File: src/rtl/instr_fetch_pkg.sv
// Shared types for the instruction fetch unit: FSM encoding,
// instruction width, default NOP word and the IF/ID slot bundle.
package instr_fetch_pkg;

  localparam int unsigned ILEN = 32;

  localparam logic [ILEN-1:0] NOP_DEFAULT = 32'h0000_0000;

  typedef enum logic [1:0] {
    IDLE = 2'd0,
    REQ  = 2'd1,
    WAIT = 2'd2,
    DROP = 2'd3
  } fetch_state_t;

  typedef struct packed {
    logic [ILEN-1:0] instr;
    logic [31:0]     pc;
    logic            fault;
  } if_id_t;

  function automatic logic misaligned(input logic [31:0] addr);
    return addr[1:0] != 2'b00;
  endfunction

endpackage

File: src/rtl/instr_fetch_if.sv
// Instruction memory bus: request/address out, ready in,
// one response (rvalid/rdata) per accepted request.
interface instr_fetch_if;
  import instr_fetch_pkg::*;

  logic            imem_req;
  logic [31:0]     imem_addr;
  logic            imem_ready;
  logic            imem_rvalid;
  logic [ILEN-1:0] imem_rdata;

  modport master (
    output imem_req,
    output imem_addr,
    input  imem_ready,
    input  imem_rvalid,
    input  imem_rdata
  );

  modport slave (
    input  imem_req,
    input  imem_addr,
    output imem_ready,
    output imem_rvalid,
    output imem_rdata
  );

endinterface

File: src/rtl/instr_fetch_if_id_slot.sv
// IF/ID holding register. Ports: clk, rst, load/clear/consume,
// din bundle in; valid and held bundle out. clear beats load.
module if_id_slot
  import instr_fetch_pkg::*;
#(
  parameter logic [ILEN-1:0] NOP_WORD = NOP_DEFAULT
) (
  input  logic   clk,
  input  logic   rst,
  input  logic   load,
  input  logic   clear,
  input  logic   consume,
  input  if_id_t din,
  output logic   valid,
  output if_id_t dout
);

  always_ff @(posedge clk) begin
    if (rst) begin
      valid      <= 1'b0;
      dout.instr <= NOP_WORD;
      dout.pc    <= '0;
      dout.fault <= 1'b0;
    end else if (clear) begin
      valid <= 1'b0;
    end else if (load) begin
      valid <= 1'b1;
      dout  <= din;
    end else if (consume) begin
      valid <= 1'b0;
    end
  end

endmodule

File: src/rtl/instr_fetch.sv
// Instruction fetch: one outstanding request, flush/drop handling,
// misaligned-PC fault. Ports: clk, rst, pc/pc_advance/pc_next,
// flush, imem bus (master), IF/ID slot outputs, id_ready.
module instr_fetch
  import instr_fetch_pkg::*;
#(
  parameter logic [ILEN-1:0] NOP_WORD = NOP_DEFAULT
) (
  input  logic             clk,
  input  logic             rst,
  input  logic [31:0]      pc,
  output logic             pc_advance,
  output logic [31:0]      pc_next,
  input  logic             flush,
  instr_fetch_if.master    mem,
  output logic             if_valid,
  output logic [ILEN-1:0]  if_instr,
  output logic [31:0]      if_pc,
  output logic             if_fault,
  input  logic             id_ready
);

  fetch_state_t state;
  logic [31:0]  req_pc;

  logic   slot_free;
  logic   misal;
  logic   in_req;
  logic   hs;
  logic   resp_ok;
  logic   fault_ld;
  logic   slot_ld;
  if_id_t slot_din;
  if_id_t slot_dout;

  assign slot_free = !if_valid || id_ready;
  assign misal     = misaligned(pc);
  assign in_req    = (state == REQ);

  assign mem.imem_req  = !rst && in_req && slot_free && !misal;
  assign mem.imem_addr = pc;

  assign hs         = mem.imem_req && mem.imem_ready;
  assign pc_advance = hs && !flush;
  assign pc_next    = pc + 32'd4;

  // A response only fills the slot when it belongs to a live request.
  assign resp_ok  = (state == WAIT) && mem.imem_rvalid && !flush;
  assign fault_ld = !rst && in_req && slot_free && misal && !flush;
  assign slot_ld  = resp_ok || fault_ld;

  always_comb begin
    slot_din.instr = mem.imem_rdata;
    slot_din.pc    = req_pc;
    slot_din.fault = 1'b0;
    if (fault_ld) begin
      slot_din.instr = NOP_WORD;
      slot_din.pc    = pc;
      slot_din.fault = 1'b1;
    end
  end

  if_id_slot #(
    .NOP_WORD(NOP_WORD)
  ) u_slot (
    .clk    (clk),
    .rst    (rst),
    .load   (slot_ld),
    .clear  (flush),
    .consume(id_ready),
    .din    (slot_din),
    .valid  (if_valid),
    .dout   (slot_dout)
  );

  assign if_instr = slot_dout.instr;
  assign if_pc    = slot_dout.pc;
  assign if_fault = slot_dout.fault;

  always_ff @(posedge clk) begin
    if (rst) begin
      state  <= IDLE;
      req_pc <= '0;
    end else begin
      unique case (state)
        IDLE: state <= REQ;
        REQ: begin
          // A request accepted under flush is still owed a response.
          if (hs) begin
            req_pc <= pc;
            state  <= flush ? DROP : WAIT;
          end
        end
        WAIT: begin
          if (mem.imem_rvalid) state <= REQ;
          else if (flush)      state <= DROP;
        end
        DROP: begin
          if (mem.imem_rvalid) state <= REQ;
        end
      endcase
    end
  end

endmodule

File: src/flat_wrapper.sv
// flat-port wrapper written by rule: the top's interface ports become plain ports
module instr_fetch_flat import instr_fetch_pkg::*;
#(
  parameter logic [ILEN-1:0] NOP_WORD = NOP_DEFAULT
)
  (clk, rst, pc, pc_advance, pc_next, flush, if_valid, if_instr, if_pc, if_fault, id_ready, mem_imem_req, mem_imem_addr, mem_imem_ready, mem_imem_rvalid, mem_imem_rdata);
  instr_fetch_if mem_i ();
  input  logic clk;
  input  logic rst;
  input  logic [31:0] pc;
  output logic pc_advance;
  output logic [31:0] pc_next;
  input  logic flush;
  output logic if_valid;
  output logic [ILEN-1:0] if_instr;
  output logic [31:0] if_pc;
  output logic if_fault;
  input  logic id_ready;
  output wire logic [$bits(mem_i.imem_req)-1:0] mem_imem_req;
  output wire logic [$bits(mem_i.imem_addr)-1:0] mem_imem_addr;
  input wire logic [$bits(mem_i.imem_ready)-1:0] mem_imem_ready;
  input wire logic [$bits(mem_i.imem_rvalid)-1:0] mem_imem_rvalid;
  input wire logic [$bits(mem_i.imem_rdata)-1:0] mem_imem_rdata;
  assign mem_imem_req = mem_i.imem_req;
  assign mem_imem_addr = mem_i.imem_addr;
  assign mem_i.imem_ready = mem_imem_ready;
  assign mem_i.imem_rvalid = mem_imem_rvalid;
  assign mem_i.imem_rdata = mem_imem_rdata;
  instr_fetch #(.NOP_WORD(NOP_WORD)) u_core (.clk(clk), .rst(rst), .pc(pc), .pc_advance(pc_advance), .pc_next(pc_next), .flush(flush), .mem(mem_i), .if_valid(if_valid), .if_instr(if_instr), .if_pc(if_pc), .if_fault(if_fault), .id_ready(id_ready));
endmodule
File: config.mk
export PLATFORM = sky130hd
export DESIGN_NAME = instr_fetch_flat
export DESIGN_NICKNAME = d
export VERILOG_FILES = /design/src/rtl/instr_fetch_pkg.sv /design/src/rtl/instr_fetch_if.sv /design/src/rtl/instr_fetch_if_id_slot.sv /design/src/rtl/instr_fetch.sv /design/src/flat_wrapper.sv
export SDC_FILE = /design/constraint.sdc
export NUM_CORES = 1
export LEC_CHECK = 0
export BUFFER_PORTS_ARGS = -buffer_cell sky130_fd_sc_hd__buf_2
export CAP_MARGIN = 5
export CORE_MARGIN = 4
export CORE_UTILIZATION = 40
export CTS_BUF_LIST = sky130_fd_sc_hd__clkbuf_8 sky130_fd_sc_hd__clkbuf_16
export CTS_CLUSTER_DIAMETER = 30
export DETAILED_ROUTE_END_ITERATION = 10
export GPL_ROUTABILITY_DRIVEN = 0
export PLACE_DENSITY = 0.69
export SLEW_MARGIN = 20
export SYNTH_ARGS = -nofsm -noshare
export SYNTH_HDL_FRONTEND = slang
export SYNTH_SLANG_ARGS = --single-unit
File: constraint.sdc
create_clock -name clk -period 4.9 [get_ports clk]
set_clock_uncertainty 0.15 [all_clocks]
set_input_delay 1.225 -clock clk [delete_from_list [all_inputs] [get_ports clk]]
set_output_delay 1.225 -clock clk [all_outputs]
set_load 0.02 [all_outputs]
Word-level counts from Yosys, hierarchy flattened --
Index checks and enable logic that the tools add are counted.
Storage, ports and cells: bits in registers 100, output and inout bits 132, word-level logic and storage cells 45, input port bits 70
Operators by class: equality and inequality tests 6, reductions and logical operators 22, multiplexer cells 9, $add $sub $neg 1, bitwise operators 1
Operators by type and width (count):
- $mux W65 | 1
- $add A32 B3 Y32 const B | 1
- $logic_and A1 B1 Y1 | 9
- $mux W2 | 4
- $pmux W2 S4 | 1
- $eq A2 B2 Y1 const B | 2
- $logic_not A1 Y1 | 4
- $ne A2 B2 Y1 const B | 2
- $reduce_and A2 Y1 | 2
- $reduce_bool A2 Y1 | 2
- $mux W1 | 3
- $ne A3 B3 Y1 const B | 1
- $reduce_and A3 Y1 | 1
- $eq A2 B1 Y1 const B | 1
- $logic_not A2 Y1 | 1
- $logic_or A1 B1 Y1 | 2
- $reduce_or A2 Y1 | 1
- $not A1 Y1 | 1

Logic depth before layout (Yosys ltp) --
word-level depth 7, depth in mapped cells 8

By module --
Synthesis repeated with hierarchy kept, for this count alone.
Unflattened totals: cell total of the unflattened synthesis 612, area, all modules 5871.9 um^2
Modules (own cells, without submodules):
- if_id_slot | seq. area each 1321.3 um^2, area an instance 3148.0 um^2, times used 1, cells each 300
- instr_fetch | seq. area each 680.7 um^2, area an instance 2723.9 um^2, times used 1, cells each 312

Worst setup path after synthesis --
OpenSTA, ideal clock, no wires.
path type input to output, start input port pc[12], end output port pc_next[31], path buffers 1, stages on the path 5, data arrival time 2450 ps, path slack 1075 ps, cells stage by stage buf_2 and4_1 nand4_4 nor4_4 xor2_1
Between the ends: word-level cells in the longest chain between the ends 1
Ends and longest elaborated chain:
- start: declaration | RTL line flat_wrapper.sv:10 | input logic [31:0] pc;
- $add A32 B3 Y32 | RTL line instr_fetch.sv:45 | assign pc_next = pc + 32'd4;
- end: declaration | RTL line flat_wrapper.sv:12 | output logic [31:0] pc_next;
Every way passes these cells.

Worst setup path after layout --
start input port pc[2], end output port pc_next[20]
Same word-level chain as after synthesis.

==> qor.yml <==
setup_path:
  worst_ep_required_time_ns: 3.52
  critical_path_class: "in2out"
  timing.rr.start: "u_core.state[0]$_SDFFE_PP0P_"
  reg2reg_to: "u_core.u_slot.dout[52]$_SDFFE_PP0P_"
  r2r_slack_ns: 2.46
  cpLargestDelayFamily: "simple AND/OR/NAND/NOR gates"
  max_stage_delay_ns: 0.36
  reg2regPathDepth: 7
  critPathSlowestCell: "and4_1"
  critPathMaxFanout: 7
  critPathLaunchType: "input port"
  crit_arrival_ns: 2.83
  crit_chain: "buf_2 -> ha_1 -> and4_1 -> nand4_1 -> nor3_1 -> xor2_1 -> buf_2"
  crit_buf_inv: 2
  end_kind: "primary output"
  path_common_cell: "buf_2"
route:
  dr.pass1.iters: 4
  wl_per_cell_um: 15.2
  drc: 0
  wirelength_um: 13600
  via_count: 4574
  vias_per_cell: 5.10
  final_antenna_net_count: 0
  drt_iter0_markers: 252
clock_network:
  cts_buffer_depth: 2
  clk_latency_ns: 0.34
  cts-resized-gates: 0
  postCtsSetupBuffers: 0
  root_buffer: "clkbuf_16"
  clk_pin_slew_ns: 0.07
  cts_hold_buf: 0
  cts_tree: "built"
  numClockSinks: 100
  h-tree-depth: 3
  cts_buffers: 9
logic_synthesis:
  synthTopCellsByArea: "dfxtp_1, nand2_1, a21oi_1"
  synth_top_area_share_pct: 42.5
  yosysTopAreaCell: "dfxtp_1"
  synth-seq-cells: 100
  netlist_area_um2: 4720
  synth_area_per_cell_um2: 7.74
  synth_cell_types: 37
  synth_nets: 683
  synthesis.instances: 609
  yosysMostFrequentCell: "nand2_1"
  ys_top_cells_by_count: "nand2_1, dfxtp_1, a21oi_1, nor2_1, buf_4"
  synthArstFlopShare_pct: 0
  seq_area_frac_synth_pct: 42.5
  synth_flop_cell: "dfxtp_1"
  yosys_warnings: 0
  synth_edf_count: 0
hold_path:
  worstHoldStart: "u_core.u_slot.dout[51]$_SDFFE_PP0P_"
  hp-class: "reg2reg"
  min_to: "u_core.u_slot.dout[51]$_SDFFE_PP0P_"
  hold_depth: 2
floorplanning:
  start_util_pct: 41.1
  io_pins: 202
  fp.coreArea_um2: 11500
  die_h_um: 117
  die-area_um2: 13600
  fp.dieW_um: 117
  std_cell_rows: 39
placed_design:
  io_buffers: 201
  post-dp-hpwl_um: 9660
  place_inst: 881
timing:
  hold_viol_final: 0
  period_needed_ns: 4.20
  rsz0062_at_grt: "no"
  fmax_mhz: 238
  tightestPinTransition_ns: 0.979
  relSlewSlack_pct: 34.7
  slew_violations: 0
  timing.final.crit_share_pct: 85.8
  fin_setup_tns_ns: 0
  setup-violations-final: 0
final_layout:
  nets: 823
  stdcell_count: 897
  drive_above_1_share_pct: 31.6
  n_antenna_cell: 0
  areaGrowthSynthToFinish_pct: 24.3
global_route:
  antenna_found_initial: 1
  grt_max_degree: 46
  grt_usage_pct: 19.4
  grt_overflow_total: 0
  grt_pass1_wl_um: 21300
  grt_pass1_vias: 4302
outcome:
  status: "finished clean"
run:
  maxCapViolations: 0
power:
  ir_drop_mv: 0.158
  p_per_area_nw_per_um2: 364
  power_leakage_uw: 0.00249
## layer usage
metal / track usage (%) / routed length, um / vias to the layer above
li1: - / - / 2273
met1: 25.7 / 5890 / 2127
met2: 32.1 / 6420 / 155
met3: 3.26 / 1080 / 17
met4: 6.65 / 199 / 2
met5: 0 / 7 / -
## kinds of logic (layout without fill, tap and decap cells)
group / count (synthesis) / count (layout) / synth area share, %
and+or+nand+nor: 285 / 285 / 26.3
adders and majority gates: 4 / 4 / 1.06
AOI/OAI and AO/OA: 104 / 104 / 14.1
muxes: 1 / 1 / 0.239
DFF: 100 / 100 / 42.5
buffers and inverters: 87 / 232 / 10.6
xor gates and xnor gates: 28 / 28 / 5.20
## stage by stage
stage	instance area [um^2]	hold slack (ns)	utilization [%]	power, uW	setup slack [ns]
detailed placement	5500	0.295	48.0	1330	0.697
finish	5860	0.300	51.1	2140	0.698
global route	5860	0.319	51.1	2240	0.564
CTS	5850	0.305	51.1	2160	0.696
global placement	5500	0.290	48.0	1320	0.753
floorplan	4720	0.287	-	1190	1.08
## cell type report
cell class | count | area [um^2]
Clock buffer | 10 | 239
Clock inverter | 6 | 111
Fill cell | 1125 | 5610
Inverter | 9 | 33.8
Multi-Input combinational cell | 422 | 2250
Sequential cell | 100 | 2000
Tap cell | 143 | 179
Timing Repair Buffer | 207 | 1050
## state kept, by name, indices dropped and copies added (netlist names)
register and cells:
u_core.req_pc 32, u_core.u_slot.valid 1, u_core.state 2, u_core.u_slot.dout 65
## where the power goes
part,switching (uW),leakage (uW),total (uW),internal [uW]
Combinational,279,0.00151,421,142
Clock,313,0.000169,826,513
Sequential,27.1,0.000808,890,863
Total,619,0.00249,2140,1520
## worst register-to-register path: cells and delay by family, from the launching register on
kind | cells | cell delay, ns
compound gates | 1 | 0.13
fa+ha+maj | 1 | 0.18
buf+inv | 2 | 0.48
flops | 1 | 0.34
simple gates | 3 | 1.09
## placed cells by master (no fill, tap or decap), drive strengths merged, types with 7 or more instances in the layout
cell type | Yosys | layout
clkbuf | 18 | 10
a311oi | 33 | 33
inv | 9 | 9
xnor2 | 9 | 9
dfxtp | 100 | 100
nand4 | 8 | 8
xor2 | 19 | 19
buf | 60 | 207
and4 | 7 | 7
nand2 | 199 | 199
nor3 | 12 | 12
a21oi | 64 | 64
nor2 | 42 | 42
## worst max path at each step
| stage | to | cells past startpoint | slack, ns | startpoint |
|---|---|---|---|---|
| after floorplan | pc_next[31] | 5 | 1.08 | pc[12] |
| after global placement | pc_next[24] | 7 | 0.75 | pc[2] |
| after detailed placement | pc_next[20] | 7 | 0.70 | pc[2] |
| after CTS | pc_next[20] | 7 | 0.70 | pc[2] |
| after global routing | pc_next[20] | 7 | 0.56 | pc[2] |
| final | pc_next[20] | 7 | 0.70 | pc[2] |
No activity file was read; power rests on OpenSTA's default activity.
